===== src/rtl/lstm_weight_deserializer.sv =====
// Serial-to-parallel weight deserializer: one frame of M words -> two packed vectors plus done.
// Optional macro DESER_REVERSE_ORDER_EN reverses the payload order across both output vectors.
module lstm_weight_deserializer #(
  parameter int ELEMENT_BITS = 8,
  parameter int FEATURES     = 4,
  parameter int FEATURE_BITS = 4,
  parameter int M            = 9
) (
  input  logic                             clk,
  input  logic                             reset_n,
  input  logic                             start,
  input  logic [ELEMENT_BITS-1:0]          serial_data_in,
  output logic [FEATURES*ELEMENT_BITS-1:0] parallel_data_out_1,
  output logic [FEATURES*ELEMENT_BITS-1:0] parallel_data_out_2,
  output logic                             done
);

  localparam int L     = M - 2*FEATURES;
  localparam int VEC_W = FEATURES*ELEMENT_BITS;
  localparam int SLOTS = 2*FEATURES;

  localparam logic [FEATURE_BITS-1:0] LEAD     = FEATURE_BITS'(L);
  localparam logic [FEATURE_BITS-1:0] LAST     = FEATURE_BITS'(M-1);
  localparam logic [FEATURE_BITS-1:0] TOP_SLOT = FEATURE_BITS'(SLOTS-1);

  if (M < 2*FEATURES) begin : g_bad_m
    $error("M must be at least 2*FEATURES");
  end
  if ((2**FEATURE_BITS) < M) begin : g_bad_cnt
    $error("FEATURE_BITS too narrow to index M words");
  end

  typedef enum logic [1:0] {
    S_IDLE,
    S_CAPTURE,
    S_DONE
  } state_t;

  state_t                    state_q;
  state_t                    state_d;
  logic [FEATURE_BITS-1:0]   cnt_q;
  logic [FEATURE_BITS-1:0]   cnt_d;
  logic [2*VEC_W-1:0]        frame_q;
  logic [2*VEC_W-1:0]        frame_d;
  logic                      consume;
  logic                      last_word;
  logic [FEATURE_BITS-1:0]   word_idx;

  // Buffer slot for a frame word index; slots 0..F-1 feed out_1, F..2F-1 feed out_2.
  function automatic logic [FEATURE_BITS-1:0] slot_of(input logic [FEATURE_BITS-1:0] k);
    logic [FEATURE_BITS-1:0] p;
    p = k - LEAD;
`ifdef DESER_REVERSE_ORDER_EN
    return TOP_SLOT - p;
`else
    return p;
`endif
  endfunction

  always_comb begin
    state_d   = state_q;
    cnt_d     = cnt_q;
    consume   = 1'b0;
    last_word = 1'b0;
    word_idx  = '0;
    case (state_q)
      S_IDLE, S_DONE: begin
        if (start) begin
          consume  = 1'b1;
          word_idx = '0;
          cnt_d    = FEATURE_BITS'(1);
          state_d  = S_CAPTURE;
        end
      end
      S_CAPTURE: begin
        consume  = 1'b1;
        word_idx = cnt_q;
        cnt_d    = cnt_q + FEATURE_BITS'(1);
        if (cnt_q == LAST) begin
          last_word = 1'b1;
          cnt_d     = '0;
          state_d   = S_DONE;
        end
      end
      default: begin
        state_d = S_IDLE;
        cnt_d   = '0;
      end
    endcase
  end

  // Lead-in words are dropped; payload words land in their slot of the staging buffer.
  always_comb begin
    frame_d = frame_q;
    if (consume && (word_idx >= LEAD)) begin
      for (int s = 0; s < SLOTS; s++) begin
        if (slot_of(word_idx) == FEATURE_BITS'(s)) begin
          frame_d[s*ELEMENT_BITS +: ELEMENT_BITS] = serial_data_in;
        end
      end
    end
  end

  // Outputs load only on the final word, so a partial frame is never exposed.
  always_ff @(posedge clk) begin
    if (!reset_n) begin
      state_q             <= S_IDLE;
      cnt_q               <= '0;
      frame_q             <= '0;
      parallel_data_out_1 <= '0;
      parallel_data_out_2 <= '0;
    end else begin
      state_q <= state_d;
      cnt_q   <= cnt_d;
      frame_q <= frame_d;
      if (last_word) begin
        parallel_data_out_1 <= frame_d[VEC_W-1:0];
        parallel_data_out_2 <= frame_d[2*VEC_W-1:VEC_W];
      end
    end
  end

  assign done = (state_q == S_DONE);

endmodule


===== config.mk =====
export PLATFORM = sky130hd
export DESIGN_NAME = lstm_weight_deserializer
export DESIGN_NICKNAME = d
export VERILOG_FILES = /design/src/rtl/lstm_weight_deserializer.sv
export SDC_FILE = /design/constraint.sdc
export NUM_CORES = 1
export LEC_CHECK = 0
export CELL_PAD_IN_SITES_DETAIL_PLACEMENT = 0
export CELL_PAD_IN_SITES_GLOBAL_PLACEMENT = 1
export CORE_ASPECT_RATIO = 1.5
export CORE_MARGIN = 3
export CORE_UTILIZATION = 43
export CTS_CLUSTER_DIAMETER = 30
export DETAILED_ROUTE_END_ITERATION = 8
export PLACE_DENSITY_LB_ADDON = 0.1
export SKIP_LAST_GASP = 1
export SYNTH_ARGS = -nofsm -noshare
export SYNTH_HDL_FRONTEND = slang
export SYNTH_SLANG_ARGS = --single-unit

===== constraint.sdc =====
create_clock -name clk -period 4.1 [get_ports clk]
set_input_delay 0.615 -clock clk [delete_from_list [all_inputs] [get_ports clk]]
set_output_delay 0.615 -clock clk [all_outputs]
set_load 0.01 [all_outputs]

==> results of run 1 <==
-- flip-flops by register name, indices dropped and copies added (netlist names) --
| signal | count |
|---|---|
| frame_q | 64 |
| cnt_q | 4 |
| parallel_data_out_1 | 32 |
| parallel_data_out_2 | 32 |
| state_q | 2 |
-- final timing paths --
path                               start                                   end
setup / recovery   cnt_q[0]$_SDFFE_PN0P_  parallel_data_out_2[31]$_SDFFE_PN0P_
hold / removal    frame_q[24]$_SDFF_PN0_  parallel_data_out_1[24]$_SDFFE_PN0P_
setup reg to reg   cnt_q[0]$_SDFFE_PN0P_  parallel_data_out_2[31]$_SDFFE_PN0P_
hold reg to reg   frame_q[24]$_SDFF_PN0_  parallel_data_out_1[24]$_SDFFE_PN0P_
-- per-layer routing --
metal	global-route usage (%)	up-vias	part of all wire, %
met1	27.0	2310	45
li1	-	2368	-
met5	0	-	0
met3	4.15	20	4.4
met2	36.0	134	49
met4	7.08	0	1.5
-- through the flow --
step	instances	power [mW]	worst slack (ns)	hold WS [ns]	area, um^2
after floorplan	652	1.48	2.46	0.440	5380
after global placement	806	1.52	1.53	0.452	6000
after detailed placement	806	1.52	1.48	0.457	6000
after CTS	836	3.19	1.65	0.466	6650
after global routing	836	3.26	1.39	0.484	6650
final	836	3.16	1.66	0.462	6650
-- worst max-delay path, cell delays in order, from the launching register on --
cell and delay, ns:
dfxtp_1 0.42, inv_1 0.11, ha_2 0.57, inv_2 0.50
nor2_2 0.48, a311oi_1 0.18
-- layout make-up --
type,instances,area (um^2),share of cell area (%)
clock buffers,21,480,7.22
clock inverters,9,173,2.60
inverters,4,16.3,0.244
multi-input cells,434,2310,34.8
flip-flops and latches,134,2680,40.3
well taps,153,191,2.88
repair buffers,81,796,12.0
-- layout by cell type, fill, tap and decap left out, drive strengths merged, types with 2 or more instances in the layout --
| cell | instances |
|---|---|
| a22oi | 2 |
| o21ai | 122 |
| nor4b | 2 |
| inv | 3 |
| a311oi | 8 |
| clkbuf | 21 |
| nand4bb | 2 |
| nand2b | 5 |
| nand3 | 120 |
| nor2b | 5 |
| clkdlybuf4s50 | 75 |
| nor2 | 5 |
| buf | 6 |
| bufinv | 5 |
| a21oi | 131 |
| ha | 2 |
| and4bb | 2 |
| dfxtp | 134 |
| nand2 | 18 |
| clkinv | 4 |
-- power groups by stage --
stage / Combinational (mW) / Sequential (mW) / Clock [mW]
floorplan: 0.136 / 1.34 / 0
global placement: 0.171 / 1.35 / 0
detailed placement: 0.172 / 1.35 / 0
CTS: 0.173 / 1.32 / 1.70
global route: 0.190 / 1.32 / 1.75
finish: 0.173 / 1.32 / 1.67
-- kinds of logic (layout without fill, tap and decap cells) --
family                     Yosys count  in the layout  share of synthesized area [%]
adders and majority gates            2              2                          0.465
buffers and inverters               84            115                           7.28
and+or+nand+nor                    164            164                           16.3
DFF                                134            134                           49.9
AOI/OAI and AO/OA                  268            268                           26.1
==> flow_metrics.py, run 1 <==
metrics = {
    "timing": {
        "setup_violations": 0,
        "rsz0062_at_grt": "false",
        "fmax_mhz": 410,
        "slew_violations": 0,
        "finalHoldViolations": 0,
        "tns_ns": 0,
        "slew_headroom_pct": 17.2,
        "period_needed_ns": 2.44,
        "worstMarginPinSlew_ns": 1.24,
        "skew_ns": 0.00589,
        "finalCritPeriodShare_pct": 59.6,
    },
    "power": {
        "p_per_area_mw_per_mm2": 475,
        "p_switching_mw": 0.684,
        "vdd_drop_max_mv": 0.336,
        "leakage_nw": 2.07,
        "swShare_pct": 21.7,
        "clkPwrFrac_pct": 52.8,
        "internal_power_mw": 2.48,
        "seq_power_share_pct": 41.7,
        "combPwrFrac_pct": 5.5,
    },
    "synth": {
        "ys_seq_area_share_pct": 49.9,
        "syn-mean-instance-area_um2": 8.25,
        "synthDistinctLibCells": 35,
        "yosys_warnings": 0,
        "synthFlopType": "dfxtp_1",
        "synth_edf_count": 0,
        "synth_common_cells": "dfxtp_1, a21oi_1, nand3_1, o21ai_0, clkbuf_1",
        "ys_async_sr_fraction_pct": 0,
        "yosysTopAreaCell": "dfxtp_1",
        "synth_nets": 665,
        "synthTopCellsByArea": "dfxtp_1, a21oi_1, nand3_1, o21ai_0, clkbuf_1",
        "synth-seq-cells": 134,
        "synthesis.area_mm2": 0.00538,
        "synth_most_common_cell": "dfxtp_1",
        "synth.top_cell.area_share_pct": 49.9,
        "synth_cells": 652,
    },
    "clocking": {
        "path_clk_slew_ns": 0.05,
        "cts_setup_buffers": 0,
        "insertion_delay_ns": 0.41,
        "htreeDepth": 4,
        "clockBufferDepth": 2,
        "cts_hold_buf": 0,
        "cts_root_buffer": "clkbuf_16",
        "ctsResizeCount": 0,
        "cts_tree": "done",
        "clkSinkCount": 134,
        "cts-buffers-inserted": 17,
    },
    "critical_path": {
        "crit_arrival_ns": 2.70,
        "criticalPathCategory": "reg2reg",
        "r2r_cells": 5,
        "critPathLaunchType": "flop",
        "cp.required_ns": 4.36,
        "crit_fanout": 57,
        "reg2reg_slack_ns": 1.66,
        "critPathCaptureType": "flop",
    },
    "global_routing": {
        "grt_overflow": 0,
        "grt_antenna_before_repair": 0,
        "grtUsageTotal_pct": 21.1,
        "grt_pass1_vias": 4575,
        "grt_max_degree": 60,
        "grt_pass1_wl_um": 23800,
    },
    "finish": {
        "fin_nets": 685,
        "num_antenna_cells": 0,
        "area_growth_pct": 23.7,
        "num-fill-cells": 1144,
        "final_util_pct": 54.8,
        "drive_gt1_share_pct": 7.03,
    },
    "die": {
        "initial_utilization_pct": 44.3,
        "die_width_um": 97.3,
        "dieArea_mm2": 0.0139,
        "io_pins": 76,
        "core_mm2": 0.0121,
        "die_h_um": 143,
        "core.rowCount": 49,
    },
    "detailed_routing": {
        "wl_per_cell_um": 17.5,
        "totalWireLength_um": 14700,
        "viasPerCell": 5.78,
        "ant_nets": 0,
        "drc": 0,
        "vias": 4832,
        "dr.pass1.iters": 5,
        "drt_iter0_drc": 294,
    },
    "place": {
        "dpl.hpwl_um": 8770,
        "gp_congestion": 0.797,
        "io_buffers": 75,
    },
    "min_path": {
        "holdCritPathClass": "reg2reg",
        "hold_depth": 2,
    },
    "status": {
        "outcome": "finished clean",
    },
    "flow_run": {
        "maxCapViolCount": 0,
    },
}
Note: power is estimated with default switching activity, not from simulation.
==> run 2: changes to the inputs <==
Settings changed: CORE_UTILIZATION 43 to 40.
Clock period 4.1 ns to 2.3 ns, I/O delays scaled along.
==> run 2 against run 1 <==
Against the previous run:
- critical path depth fell by 3
- clock power increased by 53%
- via count increased by 1.7%
- core utilization shrank 3.6 points
- routed wire length rose by 3.2%
- die area up 7.1%
- largest cell class unchanged
==> flow_metrics.py, run 2 (synthesis results as in run 1) <==
metrics = {
    "status": {
        "outcome": "finished clean",
    },
    "detailed_routing": {
        "dr.pass1.iters": 5,
        "viasPerCell": 5.75,
        "drt_iter0_drc": 380,
        "totalWireLength_um": 15100,
        "ant_nets": 0,
        "drc": 0,
        "vias": 4912,
        "wl_per_cell_um": 17.7,
    },
    "timing": {
        "rsz0062_at_grt": "false",
        "setup_violations": 0,
        "whs_ns": 0.460,
        "slew_violations": 0,
        "tns_ns": 0,
        "finalHoldViolations": 0,
        "fin_ws_ns": 0.259,
        "period_needed_ns": 2.04,
        "finalCritPeriodShare_pct": 88.7,
        "skew_ns": 0.00794,
        "worstMarginPinSlew_ns": 0.746,
        "fmax_mhz": 490,
        "slew_headroom_pct": 50.3,
    },
    "finish": {
        "largest_reg_flops": 64,
        "final_cell_count_no_fill": 855,
        "fin_nets": 696,
        "reg.largest.list": "frame_q x64, parallel_data_out_1 x32, parallel_data_out_2 x32",
        "num-fill-cells": 1267,
        "final_cell_area_mm2": 0.00669,
        "num_antenna_cells": 0,
        "mostFrequentLayoutCells": "dfxtp_1, a21oi_1, nand3_1",
        "final_common_cell": "dfxtp_1",
        "area_growth_pct": 24.4,
        "final_util_pct": 51.2,
        "drive_gt1_share_pct": 8.76,
        "regMostFlops": "frame_q",
    },
    "place": {
        "gp_congestion": 0.764,
        "dpl.hpwl_um": 9230,
        "placedCellCount": 823,
        "io_buffers": 75,
        "dp_slack_ns": 0.413,
        "dpl_cell_area_mm2": 0.00613,
    },
    "clocking": {
        "ctsResizeCount": 0,
        "insertion_delay_ns": 0.41,
        "path_clk_slew_ns": 0.06,
        "cts_tree": "done",
        "clkSinkCount": 134,
        "cts_root_buffer": "clkbuf_16",
        "htreeDepth": 4,
        "clockBufferDepth": 2,
        "cts_hold_buf": 0,
        "cts-buffers-inserted": 17,
        "cts_setup_buffers": 0,
    },
    "global_routing": {
        "grt_pass1_vias": 4530,
        "grtUsageTotal_pct": 20.4,
        "grt_overflow": 0,
        "grt_pass1_wl_um": 24200,
        "grt_antenna_before_repair": 0,
        "grt_max_degree": 100,
    },
    "critical_path": {
        "r2r_cells": 6,
        "critPathLaunchType": "flop",
        "cp.required_ns": 1.96,
        "crit_arrival_ns": 1.70,
        "critPathCaptureType": "primary output",
        "criticalPathCategory": "reg2out",
        "crit_fanout": 12,
    },
    "power": {
        "p_per_area_mw_per_mm2": 785,
        "power_mw": 5.26,
        "leakage_nw": 2.07,
        "vdd_drop_max_mv": 0.556,
    },
    "flow_run": {
        "maxCapViolCount": 0,
    },
    "die": {
        "initial_utilization_pct": 41.1,
        "core_mm2": 0.0131,
        "core.rowCount": 51,
        "dieArea_mm2": 0.0149,
        "die_width_um": 101,
        "die_h_um": 148,
        "io_pins": 76,
    },
    "min_path": {
        "hold_depth": 2,
        "holdCritPathClass": "reg2reg",
    },
}
## run 2: changes by cell type in the layout (fill, tap and decap cells not counted)
cell / before / now
inv_6: 0 / 2
clkinv_2: 4 / 3
clkinv_4: 0 / 2
clkinvlp_4: 1 / 7
bufinv_16: 5 / 1
buf_12: 0 / 3
clkbuf_8: 4 / 1
buf_4: 6 / 14
## run 2: layout make-up
| class | instances | area (um^2) | area share (%) |
|---|---|---|---|
| well taps | 159 | 199 | 2.97 |
| inverters | 4 | 16.3 | 0.243 |
| clock buffers | 18 | 439 | 6.56 |
| multi-input cells | 434 | 2310 | 34.6 |
| flip-flops and latches | 134 | 2680 | 40.1 |
| repair buffers | 92 | 916 | 13.7 |
| clock inverters | 14 | 128 | 1.91 |
## run 2: final timing paths
kind	start	end	slack, ns
worst max-delay path	state_q[1]$_SDFFE_PN0P_	done	0.26
worst min-delay path	frame_q[20]$_SDFF_PN0_	parallel_data_out_1[20]$_SDFFE_PN0P_	0.46
worst max register to register	cnt_q[0]$_SDFFE_PN0P_	parallel_data_out_1[18]$_SDFFE_PN0P_	0.41
worst min register to register	frame_q[20]$_SDFF_PN0_	parallel_data_out_1[20]$_SDFFE_PN0P_	0.46
## run 2: where the power goes
group          internal (mW)  switching, mW
clock network           1.52           1.04
logic                 0.0843          0.263
registers               2.33         0.0156
total                   3.94           1.32
## run 2: critical path: stages (launching register included)
cell	delay, ns
dfxtp_1	0.56
nor2b_1	0.19
clkdlybuf4s50_1	0.55
## run 2: layer usage
| metal | GRT usage [%] | wire (um) | up-vias |
|---|---|---|---|
| met4 | 7.15 | 210 | 0 |
| met2 | 33.5 | 7460 | 145 |
| met5 | 0 | 0 | - |
| li1 | - | - | 2388 |
| met1 | 27.0 | 6750 | 2364 |
| met3 | 3.45 | 691 | 15 |
